[src/rtl/seq_det_pkg.sv]
// Shared types, reset defaults and helpers for the parametrised sequence detector.
package seq_det_pkg;

  typedef enum logic {
    FILL   = 1'b0,
    SEARCH = 1'b1
  } state_e;

  // Reset configuration: 1011, four bits, overlapping.
  localparam logic [31:0] DFLT_PATTERN = 32'b1011;
  localparam int unsigned DFLT_LEN     = 4;
  localparam logic        DFLT_OVERLAP = 1'b1;

  // A pattern length is usable when it lies in 1..max_len.
  function automatic logic len_in_range(input int unsigned len, input int unsigned max_len);
    return (len >= 1) && (len <= max_len);
  endfunction

endpackage

[src/rtl/seq_det_window.sv]
// History shift register plus a length-masked pattern comparator.
// match is combinational and refers to the bit currently on din.
module seq_det_window #(
  parameter int unsigned MAX_LEN = 8,
  parameter int unsigned LEN_W   = 4
) (
  input  logic               clk,
  input  logic               rst,
  input  logic               din,
  input  logic               shift,
  input  logic               clr,
  input  logic [MAX_LEN-1:0] pattern,
  input  logic [LEN_W-1:0]   len,
  output logic               match
);

  // The oldest history bit can never be part of a comparison, so it is not stored.
  logic [MAX_LEN-2:0] hist_q;
  logic [MAX_LEN-1:0] cand;
  logic [MAX_LEN-1:0] mask;

  assign cand = {hist_q, din};

  // Keep only the low len bits of the candidate window.
  always_comb begin
    mask = '0;
    for (int i = 0; i < MAX_LEN; i++) begin
      mask[i] = (LEN_W'(i) < len);
    end
  end

  assign match = (((cand ^ pattern) & mask) == '0);

  // Shift in accepted bits; clearing takes priority.
  always_ff @(posedge clk or posedge rst) begin
    if (rst) begin
      hist_q <= '0;
    end else if (clr) begin
      hist_q <= '0;
    end else if (shift) begin
      hist_q <= cand[MAX_LEN-2:0];
    end
  end

endmodule

[src/rtl/seq_detector_param.sv]
// Programmable serial sequence detector (pattern, length, overlap mode).
// Optional match counter built when SEQDET_COUNT_EN is defined.
module seq_detector_param
  import seq_det_pkg::*;
#(
  parameter int unsigned        MAX_LEN     = 8,
  parameter int unsigned        LEN_W       = $clog2(MAX_LEN + 1),
  parameter int unsigned        CNT_W       = 16,
  parameter logic [MAX_LEN-1:0] DEF_PATTERN = MAX_LEN'(DFLT_PATTERN),
  parameter int unsigned        DEF_LEN     = DFLT_LEN,
  parameter logic               DEF_OVERLAP = DFLT_OVERLAP
) (
  input  logic               clk,
  input  logic               rst,
  input  logic               din,
  input  logic               valid,
  input  logic               cfg_load,
  input  logic [MAX_LEN-1:0] cfg_pattern,
  input  logic [LEN_W-1:0]   cfg_len,
  input  logic               cfg_overlap,
  input  logic               cnt_clr,
  output logic               seq_det,
  output logic               cfg_err,
  output logic               searching,
  output logic [CNT_W-1:0]   match_count
);

  state_e             state_q, state_d;
  logic [LEN_W-1:0]   fill_q, fill_d, fill_nxt;
  logic [MAX_LEN-1:0] pat_q;
  logic [LEN_W-1:0]   len_q;
  logic               ovl_q;
  logic               seq_det_q, cfg_err_q;
  logic               load_ok, accept, win_match, hit, win_clr;

  assign load_ok  = cfg_load && len_in_range(32'(cfg_len), MAX_LEN);
  // Any load cycle, accepted or not, discards the data bit.
  assign accept   = valid && !cfg_load;
  assign fill_nxt = (fill_q >= len_q) ? len_q : fill_q + 1'b1;
  assign hit      = accept && (fill_nxt == len_q) && win_match;
  assign win_clr  = load_ok || (hit && !ovl_q);

  seq_det_window #(
    .MAX_LEN (MAX_LEN),
    .LEN_W   (LEN_W)
  ) u_window (
    .clk     (clk),
    .rst     (rst),
    .din     (din),
    .shift   (accept),
    .clr     (win_clr),
    .pattern (pat_q),
    .len     (len_q),
    .match   (win_match)
  );

  // Next state and fill count.
  always_comb begin
    state_d = state_q;
    fill_d  = fill_q;
    if (load_ok) begin
      state_d = FILL;
      fill_d  = '0;
    end else if (accept) begin
      if (hit && !ovl_q) begin
        state_d = FILL;
        fill_d  = '0;
      end else begin
        fill_d = fill_nxt;
        if (fill_nxt == len_q) state_d = SEARCH;
      end
    end
  end

  // FSM state and fill register.
  always_ff @(posedge clk or posedge rst) begin
    if (rst) begin
      state_q <= FILL;
      fill_q  <= '0;
    end else begin
      state_q <= state_d;
      fill_q  <= fill_d;
    end
  end

  // Configuration registers, updated only by an in-range load.
  always_ff @(posedge clk or posedge rst) begin
    if (rst) begin
      pat_q <= DEF_PATTERN;
      len_q <= LEN_W'(DEF_LEN);
      ovl_q <= DEF_OVERLAP;
    end else if (load_ok) begin
      pat_q <= cfg_pattern;
      len_q <= cfg_len;
      ovl_q <= cfg_overlap;
    end
  end

  // Registered one-cycle pulses.
  always_ff @(posedge clk or posedge rst) begin
    if (rst) begin
      seq_det_q <= 1'b0;
      cfg_err_q <= 1'b0;
    end else begin
      seq_det_q <= hit;
      cfg_err_q <= cfg_load && !load_ok;
    end
  end

  assign seq_det   = seq_det_q;
  assign cfg_err   = cfg_err_q;
  assign searching = (state_q == SEARCH);

`ifdef SEQDET_COUNT_EN
  logic [CNT_W-1:0] cnt_q;

  // Saturating count of seq_det pulses; clear beats a coincident pulse.
  always_ff @(posedge clk or posedge rst) begin
    if (rst) begin
      cnt_q <= '0;
    end else if (cnt_clr) begin
      cnt_q <= '0;
    end else if (seq_det_q && (cnt_q != '1)) begin
      cnt_q <= cnt_q + 1'b1;
    end
  end

  assign match_count = cnt_q;
`else
  logic unused_cnt_clr;
  assign unused_cnt_clr = cnt_clr;
  assign match_count    = '0;
`endif

endmodule

[config.mk]
export PLATFORM = sky130hd
export DESIGN_NAME = seq_detector_param
export DESIGN_NICKNAME = d
export VERILOG_FILES = /design/src/rtl/seq_det_pkg.sv /design/src/rtl/seq_det_window.sv /design/src/rtl/seq_detector_param.sv
export SDC_FILE = /design/constraint.sdc
export NUM_CORES = 1
export LEC_CHECK = 0
export CAP_MARGIN = 10
export CORE_MARGIN = 2
export CORE_UTILIZATION = 44
export CTS_CLUSTER_SIZE = 10
export DETAILED_ROUTE_END_ITERATION = 10
export PLACE_DENSITY_LB_ADDON = 0.05
export SLEW_MARGIN = 25
export SYNTH_ARGS = -nofsm -noshare
export SYNTH_HDL_FRONTEND = slang
export SYNTH_SLANG_ARGS = --single-unit
export TNS_END_PERCENT = 20
[constraint.sdc]
create_clock -name clk -period 2.4 [get_ports clk]
set_clock_uncertainty 0.2 [all_clocks]
set_input_delay 0.6 -clock clk [delete_from_list [all_inputs] [get_ports clk]]
set_output_delay 0.6 -clock clk [all_outputs]
set_load 0.02 [all_outputs]
==> results of run 1 <==
[cell usage after synthesis, drive strengths merged, types with 2 or more instances]
| master | n |
|---|---|
| buf | 22 |
| dfrtp | 22 |
| mux2 | 12 |
| xnor2 | 12 |
| a21oi | 9 |
| nand2 | 9 |
| a22o | 7 |
| inv | 7 |
| nor3 | 6 |
| dfstp | 5 |
| ha | 5 |
| nor2 | 5 |
| o21ai | 5 |
| a2111oi | 2 |
| mux2i | 2 |
| nand3 | 2 |
| o221ai | 2 |
| o22ai | 2 |
| xor2 | 2 |
[metrics by stage]
step	std cells	TNS (ns)	power, mW	hold WS, ns	instance area, um2
finish	238	0	1.630	0.3506	2026
global route	238	-0.01035	1.757	0.3725	2026
CTS	238	0	1.565	0.3539	1981
detailed placement	234	-3.926	1.344	0.3215	1939
global placement	234	-2.617	1.324	0.3205	1939
floorplan	168	0	1.099	0.2950	1659
[sequential cells by signal (all words and copies together), names as in the netlist]
name / flops
fill_q: 4
u_window.hist_q: 7
searching: 1
seq_det: 1
ovl_q: 1
len_q: 4
pat_q: 8
cfg_err: 1
[how the worst max path moves through the flow]
stage          cells after the start      start                  to  slack [ns]
2_1_floorplan                      9   len_q[2]  u_window.hist_q[0]        0.04
3_3_place_gp                       7      valid  u_window.hist_q[1]       -0.28
3_5_place_dp                       7      valid  u_window.hist_q[3]       -0.36
4_1_cts                            9  fill_q[0]           fill_q[3]        0.05
5_1_grt                            9  fill_q[0]  u_window.hist_q[2]       -0.01
6_report                           8  fill_q[0]  u_window.hist_q[2]        0.11
[cell type report]
class,count,area share (%)
Multi-Input combinational cell,111,41.88
Inverter,7,1.297
Clock buffer,4,1.297
Sequential cell,27,33.66
Tap cell,46,2.841
Timing Repair Buffer,43,19.02
[metal layers]
layer  share of wire [%]  GRT usage (%)  up-vias
met5                   0              0        -
met4                0.85          5.319        0
met3                 4.5          2.641        4
met2                  55          33.72       29
met1                  39          21.91      613
li1                    -              -      586
[power by group]
group	total (mW)	switching, mW	internal [mW]
sequential	0.605	0.0584	0.546
combinational	0.828	0.410	0.418
clock	0.198	0.133	0.0651
[critical path: stages, from the launching register on]
cell                        delay [ns]
sky130_fd_sc_hd__dfrtp_1          0.41
sky130_fd_sc_hd__buf_4            0.16
sky130_fd_sc_hd__ha_2             0.21
sky130_fd_sc_hd__xnor2_2          0.15
sky130_fd_sc_hd__xnor2_2          0.16
sky130_fd_sc_hd__a2111oi_4        0.33
sky130_fd_sc_hd__o211ai_1         0.18
sky130_fd_sc_hd__and2_4           0.21
sky130_fd_sc_hd__a22o_1           0.19
[what timing repair did]
| action | in CTS | in global routing |
|---|---|---|
| gates resized for setup | 3 | 9 |
| pin swaps | 0 | 7 |
| buffers inserted | 0 | 0 |
| endpoints found under the setup margin | 7 | 13 |
[logic make-up (layout without fill, tap and decap cells)]
group                    count (synthesis)  in the layout
AO/OA/AOI/OAI                           32             32
AND/OR/NAND/NOR                         30             30
buffers and inverters                   30             54
flip-flops                              27             27
XOR/XNOR                                14             14
multiplexers                            14             14
adder cells (fa/ha/maj)                  5              5
other                                    1             16
==> results.txt, run 1 <==
- Routed via count divided by cell count: 5.176
* Layout-stage area growth over the synthesis result: 26.39%
- In this run the biggest area consumer among cell types represents 34.35% of the synthesized area.
- Maximum capacitance violations: 0
* Cell depth of the worst flop-to-flop path: 8
* Pwr dens: 804.7 nW/um2
* Worst voltage drop across the vdd grid: 0.3107 mV
- Fraction of synthesized area in multiplexers: 9.680%
- Finished Core Util: 59.30%
- By area, the combinational part of the netlist is dominated by compound AO/OA/AOI/OAI gates.
- Of all nets on the critical path, the largest fanout is 7.
* Clock latency on the worst-skew pair: 0.32 ns
* Count of final max-slew check failures: 0
- Starting Density: 46.92%
* Worst slack at placement: -0.3555 ns
- Averaged over all synthesized cells, the footprint is 10.48 um2.
- Violation count after the first detailed-route iteration: 41
- The first global-routing pass estimated 5.899 mm of wire.
- Top area cells in the synthesized netlist: sky130_fd_sc_hd__dfrtp_1 34%, sky130_fd_sc_hd__mux2_2 8.4%, sky130_fd_sc_hd__dfstp_2 8.2%, sky130_fd_sc_hd__buf_4 8.0%, sky130_fd_sc_hd__xnor2_1 6.6%
* Worst reg2reg path startpoint: fill_q[0]
- The worst path uses 95.35% of the clock period.
- After clock tree synthesis, the clock-pin slew on the worst setup and hold paths is 0.14 ns.
- Number of antenna violations at the first check in global routing: 0
- Startpoint type of the worst setup path: flip-flop
- In this run the remaining antenna-violating nets after routing total 0.
- Clock tree sinks: 27
- Total grt overflow: 0
* Horizontal die dimension: 64.36 um
- Mapped Cells: 153
- Result of the run: finished clean
* Bufs on Longest Clock Path: 2
* Root Buffer Master: sky130_fd_sc_hd__clkbuf_4
* Number of enable-type register cells in the synthesized netlist: 0
* Flop-to-flop setup slack: 0.11 ns
- First-pass detailed-route iteration total: 4
- IO buf count: 20
* Total number of vias: 1232
* Share of flip-flops with an asynchronous set or reset after synthesis: 100.0%
- Setup violations remaining at the end of the flow were counted as 0.
- The path with the worst hold slack has its endpoint at pat_q[4].
- Routed wire per std cell: 14.32 um
* WHS Path Cells: 1
- Hold-fix buffers, CTS: 0
- Number of hold violations in the final report: 0
- The endpoint identified for the worst register-to-register timing path is u_window.hist_q[2].
- Total clock buffers created by CTS: 3
* Filler Cells Inserted: 314
- After legalization and detailed placement, the total HPWL measured 2.481 mm.
- Cell variety after synth: 41
- The top cell types in the final layout, fill and taps aside, are 22 x sky130_fd_sc_hd__dfrtp_1, 22 x sky130_fd_sc_hd__buf_4, 20 x sky130_fd_sc_hd__clkdlybuf4s50_1.
- TritonCTS built the clock tree.
- Row generation in the floorplan step produced 21 rows.
- At the end of routability-driven placement, the weighted congestion stood at 0.9378.
* Post-layout minimum cycle time: 2.288 ns
- Biggest area consumer among synthesized cells: sky130_fd_sc_hd__dfrtp_1
* WL final: 3.409 mm
- After synthesis, flip-flops and latches occupy 42.54% of the total area.
- The mapped netlist covers 1603 um2.
- Final worst slack: 0.1117 ns
* Worst min-delay path class: reg2reg
- The die covers 4142 um2.
- The repair_antennas step left the layout with diodes totalling 0.
* Standby leakage power: 0.8885 nW
- For this run, design rule violations remaining after detail routing come to 0.
- The floorplan step defined a core boundary enclosing 3416 um2.
* Fraction of layout instances using a drive strength above 1: 29.17%
* Data required, critical path: 2.43 ns
- Yosys printed 0 warnings.
- F_max: 437.0 MHz
- Summing all multi-input logic gate instances after layout gives 848.3 um2.
* Count of pins on the block boundary: 38
- Global routing consumed, over all layers together, 18.29% of the routing resources.
* Maximum number of pins on one net before global-route repair: 28
- Via count of the first global-routing pass: 1316
* Most frequently used flop master after synthesis: sky130_fd_sc_hd__dfrtp_1
- CTS built an H-tree with a depth of 1.
* Worst Min Path Start: pat_q[4]
* CP Data Arrival Time: 2.32 ns
- In the final layout, flip-flops and latches occupy 681.9 um2.
- The die is 64.36 um tall.
* Flip-flop and latch count after synthesis: 27
* Capturing element type of the critical path: flip-flop
- Share of the synthesized netlist area taken by xor and xnor gates: 8.119%
- Fin nets: 217
- Summing the areas of all fa, ha and maj instances in the mapped netlist gives 3.903% of the synthesized area.
- The worst setup path is of the reg2reg kind.
* Synthesized-area fraction occupied by ao, oa, aoi and oai cells: 14.21%
* Simple-gate share of the synthesized area: 9.524%
No activity file was read; power rests on OpenSTA's default activity.
==> run 2, diff against run 1 <==
Settings changed: ABC_AREA set to 1, CORE_UTILIZATION 44 to 46, HOLD_SLACK_MARGIN set to 0.03.
==> results.txt, run 2 <==
- The overall overflow remaining after global route is 0 (unchanged).
- The share of the synthesized area in the top cell type came to 31.27% (-3.1 points).
* Netlist area before placement: 1760 um2 (+9.8%)
* Most frequently used flop master after synthesis: sky130_fd_sc_hd__dfrtp_1
- The standard cell area after detailed placement came to 2049 um2 (+5.7%).
* Setup repair after global routing missed its margin: false
- Number of hold violations in the final report: 0 (unchanged)
- Relative to the synthesized area, the layout overhead comes to 19.26%.
- Violation count after the first detailed-route iteration: 66 (+61%)
* Commonest non-fill, non-tap cell in the layout: sky130_fd_sc_hd__nand2_1
- The post-CTS setup repair buffer count came to 0 (unchanged).
* Routability cong.: 0.8160 (-13%)
- Die Ht: 65.87 um (+2.3%)
- The quantity of hold-fixing buffers added after cts is 0 (unchanged).
- Global-route wire length before repair: 5.947 mm (+0.81%)
- Biggest area consumer among synthesized cells: sky130_fd_sc_hd__dfrtp_1
- Walking the worst path, the cells encountered are inv_2, ha_1, nand2_1, inv_1, nand2_2, nand4_1, nand2_1, nor2_2, nand4_2, buf_12, nand3_1, nand2_1.
- The critical path data required time is 2.37 ns (-0.06 ns).
- Flip-flop and latch count after synthesis: 27 (unchanged)
- Clock latency on the worst-skew pair: 0.27 ns (-0.05 ns)
- pat_q holds more flip-flops than any other register.
- Finished layout cell area: 2100 um2 (+3.6%)
- Cell variety after synth: 31 (-24%)
- The power per cell area came to 792.6 nW/um2 (-1.5%).
- Fin nets: 265 (+22%)
* Worst Min Path Start: ovl_q
- Top-count cell post-synth: sky130_fd_sc_hd__nand2_1
* Root Buffer Master: sky130_fd_sc_hd__clkbuf_8
* Post-Syn Area per Cell: 8.505 um2 (-19%)
- Number of enable-type register cells in the synthesized netlist: 0 (unchanged)
* Count of pins on the block boundary: 38 (unchanged)
- The worst hold path belongs to the class reg2reg.
* Share of the clock period used by the worst path after layout: 94.05% (-1.3 points)
- Among cell families on the critical path, the largest total delay comes from simple AND/OR/NAND/NOR gates.
- Ant diodes: 0 (unchanged)
- Post-CTS sizing: 0 (-3)
* Number of warnings printed during yosys synthesis: 0 (unchanged)
- The depth of the worst register-to-register path came to 12 (+4).
- Number of placement rows: 22 (+4.8%)
- Setup TNS: 0 ns (unchanged)
- The number of buffer cells added on primary ports came to 20 (unchanged).
- The most numerous cell type found on the critical path is sky130_fd_sc_hd__nand2_1.
* Top area cells in the synthesized netlist: sky130_fd_sc_hd__dfrtp_1 31%, sky130_fd_sc_hd__nand2_1 12%, sky130_fd_sc_hd__dfstp_2 7.5%, sky130_fd_sc_hd__buf_4 7.2%, sky130_fd_sc_hd__nand3_2 6.3%
* Startpoint type of the worst setup path: flip-flop
* Routed wire per std cell: 11.63 um (-19%)
* Critical Path Fanout Max: 11 (+4)
- The number of cells on the worst hold path came to 2 (+1).
- The total routing resource utilization after global routing came to 17.74% (-0.54 points).
- The run finished with clean final reports.
- The residual DRC count was 0 (unchanged).
- WL final: 3.350 mm (-1.7%)
- Standby leakage power: 1.085 nW (+22%)
* Total of endpoints with negative setup slack in the final report: 0 (unchanged)
- The worst hold path terminates at ovl_q.
- The number of levels in the clock H-tree was 1 (unchanged).
- TritonCTS built the clock tree.
- Maximum number of pins on one net before global-route repair: 28 (unchanged)
- F_max: 443.0 MHz (+1.4%)
- The ratio of cells with drive above 1 in the final layout was 24.17% (-5.0 points).
- The instance count of the mapped netlist came to 207 (+35%).
- The worst IR drop on VDD was 0.3625 mV (+17%).
- The number of nets still failing antenna checks after routing came to 0 (unchanged).
- Horizontal die dimension: 65.87 um (+2.3%)
* Number of antenna violations at the first check in global routing: 0 (unchanged)
- Master of the slowest instance on the critical path: sky130_fd_sc_hd__dfstp_2
* Bufs on Longest Clock Path: 2 (unchanged)
* Register area share after synthesis: 38.73% (-3.8 points)
- The number of maximum-capacitance constraint violations was 0 (unchanged).
- Routed via count divided by cell count: 4.771 (-7.8%)
- The worst setup path is captured at a flip-flop.
* Area of the core region: 3661 um2 (+7.2%)
- The worst stage delay on the critical path is 0.55 ns (+0.14 ns).
* Detailed Place HPWL: 2.664 mm (+7.4%)
- Share of flip-flops with an asynchronous set or reset after synthesis: 100.0% (unchanged)
* Largest register FFs: 8 (unchanged)
- Area enclosed by the die boundary: 4338 um2 (+4.7%)
- After synthesis, the most frequently instantiated cells are 54 x sky130_fd_sc_hd__nand2_1, 22 x sky130_fd_sc_hd__dfrtp_1, 19 x sky130_fd_sc_hd__inv_1, 17 x sky130_fd_sc_hd__buf_4, 11 x sky130_fd_sc_hd__nand3_2.
- The number of global-route vias before repair is 1329 (+0.99%).
* Post-layout minimum cycle time: 2.257 ns (-0.03110 ns)
- The number of buffers inserted during clock tree synthesis is 3 (unchanged).
- Total number of vias: 1374 (+12%)
- Clock slew at the register clock pins of the worst setup and hold paths: 0.09 ns (-0.05 ns)
* Crit path buf inv count: 3 (+2)
* Critical path start-end classification: reg2reg
- Clock tree sinks: 27 (unchanged)
- The initial cell density of the core came to 48.09% (+1.2 points).
* First-pass detailed-route iteration total: 4 (unchanged)
- The number of max-slew violations in the final report is 0 (unchanged).
* Worst hold-check slack: 0.3030 ns (-0.04769 ns)
- Flop-to-flop setup slack: 0.14 ns (+0.03 ns)
- CP Data Arrival Time: 2.23 ns (-0.09 ns)
* Worst reg2reg path startpoint: len_q[2]
- End of the worst register-to-register path: u_window.hist_q[5]
- The library cells used most frequently in the layout, excluding fill and tap cells, are 54 x sky130_fd_sc_hd__nand2_1, 22 x sky130_fd_sc_hd__dfrtp_1, 20 x sky130_fd_sc_hd__clkdlybuf4s50_1.
- Largest registers ranked by flip-flop count: pat_q: 8 flops, u_window.hist_q: 7 flops
run 2: logic make-up after synthesis:
| group | Yosys count | synth area share, % |
|---|---|---|
| AND/OR/NAND/NOR | 100 | 29.42 |
| flip-flops | 27 | 38.74 |
| other | 1 | 0.2130 |
| adder cells (fa/ha/maj) | 5 | 3.554 |
| AO/OA/AOI/OAI | 16 | 6.113 |
| multiplexers | 8 | 5.117 |
| buffers and inverters | 43 | 13.36 |
| XOR/XNOR | 7 | 3.483 |
run 2: worst max path at each step:
stage	from	to	cells past startpoint
2_1_floorplan	len_q[3]	fill_q[1]	11
3_3_place_gp	din	u_window.hist_q[5]	11
3_5_place_dp	cfg_load	u_window.hist_q[5]	10
4_1_cts	len_q[2]	u_window.hist_q[5]	12
5_1_grt	len_q[2]	u_window.hist_q[5]	12
6_report	len_q[2]	u_window.hist_q[5]	12
run 2: cell type report:
class                      count  area (um2)
inverter                      22       82.58
timing repair buffer          35       325.3
clock buffer                   4       45.04
multi-input combinational    152       904.6
fill                         365        1562
tap                           48       60.06
sequential                    27       681.9
run 2: per-layer routing:
| layer | GRT usage, % | routed length [um] | up-vias |
|---|---|---|---|
| li1 | - | - | 697 |
| met1 | 21.72 | 1408 | 651 |
| met2 | 32.70 | 1806 | 21 |
| met3 | 2.044 | 98 | 5 |
| met4 | 4.688 | 37 | 0 |
| met5 | 0 | 0 | - |
run 2: worst reg2reg max path: stages, from the launching register on:
cell and delay [ns]:
sky130_fd_sc_hd__dfstp_2 0.55, sky130_fd_sc_hd__inv_2 0.06, sky130_fd_sc_hd__ha_1 0.27, sky130_fd_sc_hd__nand2_1 0.05
sky130_fd_sc_hd__inv_1 0.12, sky130_fd_sc_hd__nand2_2 0.12, sky130_fd_sc_hd__nand4_1 0.10, sky130_fd_sc_hd__nand2_1 0.07
sky130_fd_sc_hd__nor2_2 0.17, sky130_fd_sc_hd__nand4_2 0.16, sky130_fd_sc_hd__buf_12 0.19, sky130_fd_sc_hd__nand3_1 0.07
sky130_fd_sc_hd__nand2_1 0.05
run 2: per-stage QoR:
step | power (mW) | utilization, % | cells | setup slack [ns]
CTS | 1.667 | 57.21 | 288 | 0.1250
detailed placement | 1.407 | 55.98 | 284 | 0.007531
finish | 1.664 | 57.35 | 288 | 0.1428
global route | 1.805 | 57.35 | 288 | 0.002938
floorplan | 1.187 | - | 222 | 0.2816
global placement | 1.390 | 55.98 | 284 | 0.05116
run 2: power by group:
part,internal (mW),switching [mW],leakage [nW]
Sequential,0.538,0.0628,0.334
Combinational,0.345,0.460,0.728
Clock,0.119,0.139,0.0228
Total,1.00,0.662,1.08
==> run 3, diff against run 2 <==
Settings changed: GPL_TIMING_DRIVEN set to 0, HOLD_SLACK_MARGIN 0.03 to not set.
==> results.txt, run 3 (synthesized netlist as in run 2, its figures left out) <==
- The count of pins on the block boundary was 38 (unchanged).
- The met2 track demand over resource is 30.05% (-2.7 points).
- Number of antenna violations at the first check in global routing: 0 (unchanged)
- The number of diodes is 0 (unchanged).
- Critical path start-end classification: reg2reg
- Starting Density: 48.09% (unchanged)
- The global-route wire length before repair was 5.878 mm (-1.2%).
* Count of final max-slew check failures: 0 (unchanged)
* Hold-fix buffers, CTS: 0 (unchanged)
- Area enclosed by the die boundary: 4338 um2 (unchanged)
- Total clock buffers created by CTS: 3 (unchanged)
* CTS tree: yes
- F_max: 440.9 MHz (-0.48%)
- In the final layout, the registers with the most flip-flops are pat_q: 8 flops, u_window.hist_q: 7 flops.
- The final RePlAce weighted congestion was 0.8757 (+7.3%).
- Result of the run: finished clean
- The share of the core filled with cells was 60.59% (+3.2 points).
- WL final: 3.368 mm (+0.54%)
* Number of placement rows: 22 (unchanged)
* M1 GR Usage: 23.07% (+1.4 points)
- The met3 global-route usage was 2.555% (+0.51 points).
- Routed wire per std cell: 11.12 um (-4.4%)
* CP Data Arrival Time: 2.28 ns (+0.05 ns)
* Clock slew at the register clock pins of the worst setup and hold paths: 0.09 ns (about the same)
* Fraction of layout instances using a drive strength above 1: 30.20% (+6.0 points)
- Global-route total usage across every layer: 17.76% (about the same)
- The HPWL after detailed placement came to 2.490 mm (-6.5%).
- Compared with the post-synthesis result, the final layout area differs by 26.01%.
- Slew headroom: 62.95%
- The number of nets still failing antenna checks after routing was 0 (unchanged).
* Total number of vias: 1377 (+0.22%)
* Worst voltage drop across the vdd grid: 0.4145 mV (+14%)
- At the pin with the least slew margin, the transition time is 0.5549 ns.
- Total of endpoints with negative setup slack in the final report: 0 (unchanged)
* Violation count after the first detailed-route iteration: 48 (-27%)
* Filler Cells Inserted: 327 (-10%)
- The critical-path maximum fanout came to 10 (-1).
* First-pass detailed-route iteration total: 4 (unchanged)
- Clock latency on the worst-skew pair: 0.27 ns (about the same)
* IO buf count: 20 (unchanged)
- The flip-flop count of the largest register, all copies and words added came to 8 (unchanged).
- Clock tree sinks: 27 (unchanged)
* Pwr dens: 779.7 nW/um2 (-1.6%)
* Maximum number of pins on one net before global-route repair: 28 (unchanged)
- Maximum capacitance violations: 0 (unchanged)
* Setup repair after global routing missed its margin: false
* Depth of the CTS H-tree: 1 (unchanged)
- Largest Register: pat_q
- The critical path data required time was 2.41 ns (+0.04 ns).
- The fraction of the cycle the final worst path needs is 94.50% (+0.45 points).
- The total number of nets in the final design was 280 (+5.7%).
* Die Ht: 65.87 um (unchanged)
- The mean number of vias per cell came to 4.545 (-4.7%).
- The worst setup path is launched from a flip-flop.
* Area of the core region: 3661 um2 (unchanged)
- Clock tree synthesis selected as its root buffer the cell sky130_fd_sc_hd__clkbuf_8.
* Total grt overflow: 0 (unchanged)
- Most used routing layer in global routing: met2
* Horizontal die dimension: 65.87 um (unchanged)
- The worst setup path is captured at a flip-flop.
- The shortest clock period the worst path allows after layout was 2.268 ns (+0.01084 ns).
- The count of endpoints failing hold in the final timing report is 0 (unchanged).
* Highest-count cells in the layout ignoring fill and taps: 54 x sky130_fd_sc_hd__nand2_1, 26 x sky130_fd_sc_hd__buf_4, 21 x sky130_fd_sc_hd__dfrtp_1
- Detailed-route DRC error count: 0 (unchanged)
- Setup TNS: 0 ns (unchanged)
- The reported leakage power is 1.149 nW (+5.9%).
* Bufs on Longest Clock Path: 2 (unchanged)
- Leaving out fill and tap cells, the most frequent cell in the layout is sky130_fd_sc_hd__nand2_1.
- The number of global-route vias before repair came to 1292 (-2.8%).
- The worst hold path belongs to the class reg2reg.
run 3: cell count changes in the layout (fill, tap and decap cells not counted), moves of 2 or more:
| cell | change |
|---|---|
| sky130_fd_sc_hd__inv_2 | +2 |
| sky130_fd_sc_hd__buf_2 | +2 |
| sky130_fd_sc_hd__inv_1 | -2 |
| sky130_fd_sc_hd__buf_4 | +12 |
run 3: critical path: stages, from the launching register on:
cell,delay (ns)
sky130_fd_sc_hd__dfstp_2,0.59
sky130_fd_sc_hd__inv_2,0.08
sky130_fd_sc_hd__ha_1,0.21
sky130_fd_sc_hd__a21oi_4,0.25
sky130_fd_sc_hd__a21boi_4,0.27
sky130_fd_sc_hd__nand3_2,0.07
sky130_fd_sc_hd__nand2_1,0.10
sky130_fd_sc_hd__nor2_4,0.05
sky130_fd_sc_hd__nand4_4,0.07
sky130_fd_sc_hd__buf_8,0.16
sky130_fd_sc_hd__nand3_2,0.07
sky130_fd_sc_hd__nand2_2,0.06
run 3: worst paths after layout:
path                                    start            endpoint  slack [ns]  depth (start not counted)
setup / recovery                     len_q[2]           fill_q[0]        0.13                         11
hold reg to reg            u_window.hist_q[6]  u_window.hist_q[6]        0.32                          2
max in group asynchronous                 rst            len_q[3]        1.11                          2
setup reg to reg                     len_q[2]           fill_q[0]        0.13                         11
min in group asynchronous                 rst  u_window.hist_q[0]        0.50                          2
hold / removal             u_window.hist_q[6]  u_window.hist_q[6]        0.32                          2
run 3: layout make-up:
type	count	area, um2	share of cell area [%]
clock buffer	3	41.29	1.861
buffer	21	156.4	7.050
clock inverter	1	5.005	0.2256
sequential	27	683.2	30.80
timing repair buffer	29	267.8	12.07
inverter	22	86.33	3.892
tap	48	60.06	2.707
multi-input combinational	152	918.4	41.40
run 3: report_power, final:
part           switching, mW  leakage [nW]  internal (mW)
clock network          0.138        0.0255          0.116
logic                  0.481         0.790          0.384
registers             0.0716         0.333          0.539
run 3: repair_timing:
item / 4_1_cts / 5_1_grt
gates cloned: 0 / 0
setup buffers: 0 / 9
endpoints found under the setup margin: 7 / 12
pin swaps: 0 / 1
resized for setup: 1 / 6
run 3: through the flow:
stage / hold WS (ns) / cell area (um2) / setup slack [ns] / power [mW] / cells
after CTS: 0.3076 / 2125 / 0.03533 / 1.609 / 294
after floorplan: 0.2681 / 1817 / 0.2816 / 1.187 / 222
after detailed placement: 0.2925 / 2077 / 0.01551 / 1.348 / 290
after global placement: 0.2864 / 2077 / -0.02067 / 1.348 / 290
after global routing: 0.3638 / 2218 / 0.01285 / 1.877 / 303
final: 0.3237 / 2218 / 0.1319 / 1.730 / 303
run 3: layer usage:
layer | vias to the layer above | part of all wire, %
met5 | - | 0
li1 | 731 | -
met1 | 612 | 45
met2 | 30 | 49
met3 | 4 | 5.1
met4 | 0 | 0.89
